<file path="config.mk">
export PLATFORM = sky130hd
export DESIGN_NAME = fetch_sequencer
export DESIGN_NICKNAME = d
export VERILOG_FILES = /design/src/rtl/fetch_sequencer.sv
export SDC_FILE = /design/constraint.sdc
export NUM_CORES = 1
export LEC_CHECK = 0
export BUFFER_PORTS_ARGS = -buffer_cell sky130_fd_sc_hd__buf_2
export CORE_ASPECT_RATIO = 0.7
export CORE_UTILIZATION = 42
export DETAILED_ROUTE_END_ITERATION = 6
export PLACE_DENSITY = 0.64
export SYNTH_ARGS = -nofsm -noshare
export SYNTH_HDL_FRONTEND = slang
export SYNTH_SLANG_ARGS = --single-unit
export TNS_END_PERCENT = 1
</file>
<file path="constraint.sdc">
create_clock -name CLK -period 15.4 [get_ports CLK]
set_input_delay 0.77 -clock CLK [delete_from_list [all_inputs] [get_ports CLK]]
set_output_delay 0.77 -clock CLK [all_outputs]
set_load 0.05 [all_outputs]
</file>
<file path="src/rtl/fetch_sequencer.sv">
// fetch_sequencer
// Fetch-stage controller. Issues I-memory reads, keeps the request address
// stable until ihit, chooses the next fetch PC (sequential, predicted-taken or
// flush redirect) and queues fetched instructions toward dispatch.
//
// Ports:
//   CLK, nRST          clock (rising edge), asynchronous active-low reset
//   imemREN, imemaddr  I-memory read request and address
//   ihit, imemload     I-memory completion and returned instruction
//   flush, flush_pc    redirect: drop buffered and in-flight work, refetch at flush_pc
//   stall              blocks issue of new requests (never blocks dispatch)
//   predicted_outcome, predicted_target  prediction for the returning instruction
//   dispatch_free      downstream accepts the head entry this cycle
//   instr, pc, pred_taken, instr_valid   head entry of the instruction buffer
module fetch_sequencer #(
  parameter logic [31:0] RESET_PC  = 32'h0000_0000,
  parameter int unsigned BUF_DEPTH = 2
) (
  input  logic        CLK,
  input  logic        nRST,
  output logic        imemREN,
  output logic [31:0] imemaddr,
  input  logic        ihit,
  input  logic [31:0] imemload,
  input  logic        flush,
  input  logic [31:0] flush_pc,
  input  logic        stall,
  input  logic        predicted_outcome,
  input  logic [31:0] predicted_target,
  input  logic        dispatch_free,
  output logic [31:0] instr,
  output logic [31:0] pc,
  output logic        instr_valid,
  output logic        pred_taken
);

  localparam int unsigned PTR_W = (BUF_DEPTH > 1) ? $clog2(BUF_DEPTH) : 1;
  localparam int unsigned CNT_W = $clog2(BUF_DEPTH + 1);

  typedef enum logic [1:0] {
    IDLE  = 2'd0,
    REQ   = 2'd1,
    DRAIN = 2'd2
  } state_t;

  state_t             state;
  logic [31:0]        fetch_pc;
  logic [31:0]        drain_addr;
  logic [PTR_W-1:0]   wr_ptr;
  logic [PTR_W-1:0]   rd_ptr;
  logic [CNT_W-1:0]   count;

  logic [31:0]        instr_mem [BUF_DEPTH];
  logic [31:0]        pc_mem    [BUF_DEPTH];
  logic               pt_mem    [BUF_DEPTH];

  logic               can_issue;
  logic               push;
  logic               pop;
  logic [31:0]        next_pc;

  // Request generation and buffer handshakes
  always_comb begin
    can_issue = !stall && !flush && (count < CNT_W'(BUF_DEPTH));
    imemREN   = 1'b0;
    imemaddr  = fetch_pc;
    case (state)
      IDLE:    imemREN = can_issue;
      REQ:     imemREN = 1'b1;
      DRAIN: begin
        imemREN  = 1'b1;
        imemaddr = drain_addr;
      end
      default: imemREN = 1'b0;
    endcase
    // Reset drops any request at once, even though the state is combinationally IDLE
    imemREN = imemREN && nRST;
    // Data returning for a drained (pre-flush) request is never buffered
    push    = imemREN && ihit && !flush && (state != DRAIN);
    pop     = (count != '0) && dispatch_free && !flush;
    next_pc = predicted_outcome ? predicted_target : fetch_pc + 32'd4;
  end

  // Control state, fetch PC and buffer pointers
  always_ff @(posedge CLK or negedge nRST) begin
    if (!nRST) begin
      state      <= IDLE;
      fetch_pc   <= RESET_PC;
      drain_addr <= '0;
      wr_ptr     <= '0;
      rd_ptr     <= '0;
      count      <= '0;
    end else if (flush) begin
      wr_ptr   <= '0;
      rd_ptr   <= '0;
      count    <= '0;
      fetch_pc <= flush_pc;
      // An outstanding request must still complete at its original address
      if ((state == REQ || state == DRAIN) && !ihit) begin
        state <= DRAIN;
        if (state == REQ) drain_addr <= fetch_pc;
      end else begin
        state <= IDLE;
      end
    end else begin
      case (state)
        IDLE: begin
          if (push)         fetch_pc <= next_pc;
          else if (imemREN) state    <= REQ;
        end
        REQ: begin
          if (ihit) begin
            fetch_pc <= next_pc;
            state    <= IDLE;
          end
        end
        DRAIN: begin
          if (ihit) state <= IDLE;
        end
        default: state <= IDLE;
      endcase

      if (push) wr_ptr <= PTR_W'(wr_ptr + 1'b1);
      if (pop)  rd_ptr <= PTR_W'(rd_ptr + 1'b1);
      case ({push, pop})
        2'b10:   count <= CNT_W'(count + 1'b1);
        2'b01:   count <= CNT_W'(count - 1'b1);
        default: count <= count;
      endcase
    end
  end

  // Buffer storage; contents are only observed through count, so no reset needed
  always_ff @(posedge CLK) begin
    if (push) begin
      instr_mem[wr_ptr] <= imemload;
      pc_mem[wr_ptr]    <= fetch_pc;
      pt_mem[wr_ptr]    <= predicted_outcome;
    end
  end

  // Head entry presented directly; zeros when empty
  always_comb begin
    instr_valid = (count != '0);
    instr       = instr_valid ? instr_mem[rd_ptr] : 32'd0;
    pc          = instr_valid ? pc_mem[rd_ptr]    : 32'd0;
    pred_taken  = instr_valid ? pt_mem[rd_ptr]    : 1'b0;
  end

endmodule

</file>
==> qor.yml <==
global_route:
  grt_pass1_wl_um: 35700
  antenna_found_initial: 0
  grt_max_degree: 71
  gr-total-overflow: 0
  grtUsageTotal: 0.212
  grt_pass1_vias: 6273
route:
  wl_um: 23200
  drtIter0Drc: 578
  ant_nets: 0
  vias: 6629
  drt-pass1-iter-count: 5
  wl_per_cell_um: 19.2
  drc: 0
  via_per_inst: 5.47
timing:
  holdWs_ns: 0.488
  fmax_mhz: 276
  finClkSkew_ns: 0.0119
  tns_ns: 0
  slew_headroom: 0.239
  min_period_ns: 3.62
  worst_slew_pin_slew_ns: 1.14
  final_hold_viol_count: 0
  post-route-period-util: 0.235
  rsz0062_at_grt: "no"
  drv_slew: 0
  setup_viol: 0
critical_path:
  worst_ep_required_time_ns: 15.48
  crit_arrival_ns: 3.70
  critPathMaxFanout: 35
  setup.worst_path.end_class: "flip-flop"
  critical_path_class: "flip-flop to flip-flop"
  worst_setup_path_start_kind: "flip-flop"
finish:
  drive_above_1_share: 0.332
  syn2layout_area_growth_pct: 20.5
  diodes: 0
  final_nets: 1030
  layout_commonest_cell: "buf_2"
  stdcell_count: 1211
  final_cell_mix: "buf_2 (200), edfxtp_1 (130), nor2_1 (104)"
  fin_util: 0.524
placed_design:
  portBuffers: 201
  dp_cells: 1179
  gp_congestion: 0.831
  dp_hpwl_um: 15800
yosys:
  seq_area_frac_synth: 0.616
  syn_nets: 851
  synth_area_sq_um: 9180
  synth_compound_area_frac: 0.0982
  synth_fa_ha_area_frac: 0.00682
  synth_mux_area_frac: 0.143
  synth_cells: 743
  synth_seq_cells: 200
  synth.distinct_cells: 58
  synth_warnings: 0
  synth-edff-count: 130
  synth_top_family_by_area: "multiplexers"
  synth-simple-area-share: 0.104
  synth_ff_type: "edfxtp_1"
  syn-mean-instance-area_sq_um: 12.4
  synth_xor_area_frac: 0.00382
  async_flop_share: 0.350
die:
  num_rows: 44
  io_pins: 202
  die_w_um: 179
  die-area_sq_um: 22500
  core_sq_um: 21100
  die_h_um: 126
  start_util: 0.435
pwr:
  irDropWorstVdd_uv: 73.8
  p_seq_frac: 0.437
  internal_power_mw: 1.03
  power_density_nw_per_um2: 148
  leakage_nw: 4.45
  power.combinational.fraction: 0.282
  pwr-share-clk: 0.281
  netSwitchingPower_uw: 605
  swShare: 0.369
  power_mw: 1.64
run:
  drv_cap: 0
cts:
  cts_made_buffers: 17
  clockRootBuffer: "clkbuf_16"
  ctsHoldBuffers: 0
  cts_tree: "done"
  cts_htree_levels: 4
  cts_setup_buffers: 0
  clk_path_buf_depth: 2
  cts_resized: 0
  clock_latency_ns: 0.43
  cts.clk_slew.worst_paths_ns: 0.08
  clock-sinks: 200
run_status:
  status: "finished clean"
hold_path:
  hp-class: "flip-flop to flip-flop"
==> power by group through the flow <==
| stage | clock network, mW | logic (mW) | registers [mW] |
|---|---|---|---|
| floorplan | 0 | 0.359 | 0.701 |
| global placement | 0 | 0.461 | 0.724 |
| detailed placement | 0 | 0.463 | 0.727 |
| CTS | 0.470 | 0.464 | 0.715 |
| global route | 0.492 | 0.494 | 0.727 |
| finish | 0.460 | 0.462 | 0.716 |
==> critical path, stage by stage, from the launching register on <==
cell,delay (ns)
dfrtp_1,0.42
inv_1,0.10
ha_1,0.36
or3b_1,0.38
a2111o_1,0.62
nor2_4,0.81
buf_4,0.56
==> synthesized netlist by cell type, types with 5 or more instances <==
library cell / number / share of area
a21oi_1: 21 / 0.011
o311ai_0: 5 / 0.0048
dfrtp_1: 70 / 0.19
nor2_1: 107 / 0.044
nand4_1: 8 / 0.0055
buf_2: 8 / 0.0044
mux2_2: 55 / 0.067
nor4_1: 8 / 0.0055
clkbuf_1: 28 / 0.011
a22oi_1: 6 / 0.0049
mux2i_1: 69 / 0.075
ha_1: 5 / 0.0068
buf_1: 10 / 0.0041
nand2_1: 41 / 0.017
and3_1: 6 / 0.0041
inv_1: 13 / 0.0053
a31oi_1: 14 / 0.0095
edfxtp_1: 130 / 0.43
a22o_1: 5 / 0.0048
o21ai_0: 49 / 0.027
nand3_1: 13 / 0.0071
and2_1: 5 / 0.0034
nor3_1: 5 / 0.0027
==> cell families (layout without fill, tap and decap cells) <==
logic type | count (synthesis) | in the layout
AND/OR/NAND/NOR | 210 | 210
buffers and inverters | 62 | 254
flip-flops | 200 | 200
adder cells (fa/ha/maj) | 5 | 5
AO/OA/AOI/OAI | 138 | 138
multiplexers | 124 | 124
XOR/XNOR | 4 | 4
==> cell type report <==
class / instances / area (sq um)
clock buffer: 17 / 425
clock inverter: 15 / 200
fill: 1906 / 10000
inverter: 13 / 48.8
multi-input combinational: 481 / 3310
sequential: 200 / 5660
tap: 276 / 345
timing repair buffer: 209 / 1070
==> path summary, 6_finish.rpt <==
kind                            depth (start not counted)                         end                       start  slack, ns
worst max-delay path                                    6  instr_mem[1][17]$_DFFE_PP_        state[0]$_DFFE_PN0P_      11.78
worst max register to register                          6  instr_mem[1][17]$_DFFE_PP_        state[0]$_DFFE_PN0P_      11.78
worst min register to register                          2  drain_addr[25]$_DFFE_PN0P_  drain_addr[25]$_DFFE_PN0P_       0.49
max in group asynchronous                               2          rd_ptr$_DFFE_PN0P_                        nRST      14.10
worst min-delay path                                    2  drain_addr[25]$_DFFE_PN0P_  drain_addr[25]$_DFFE_PN0P_       0.49
min in group asynchronous                               2  drain_addr[28]$_DFFE_PN0P_                        nRST       0.59
==> flip-flops by register name (all words and copies together), names as in the netlist <==
name        flops
instr_mem      64
pc_mem         64
drain_addr     32
fetch_pc       32
count           2
pt_mem          2
state           2
rd_ptr          1
wr_ptr          1
==> routing by layer <==
metal,vias to the layer above,part of all wire,global-route usage
met1,3226,0.47,0.327
li1,3125,-,-
met3,15,0.077,0.0420
met2,263,0.44,0.309
met4,0,0.0079,0.0434
met5,-,0,0
==> stage by stage <==
stage / setup slack, ns / area, sq um
after floorplan: 10.47 / 9180
after global placement: 11.81 / 10400
after detailed placement: 11.75 / 10400
after CTS: 11.73 / 11100
after global routing: 11.55 / 11100
final: 11.78 / 11100
(Power assumes the default switching activity.)
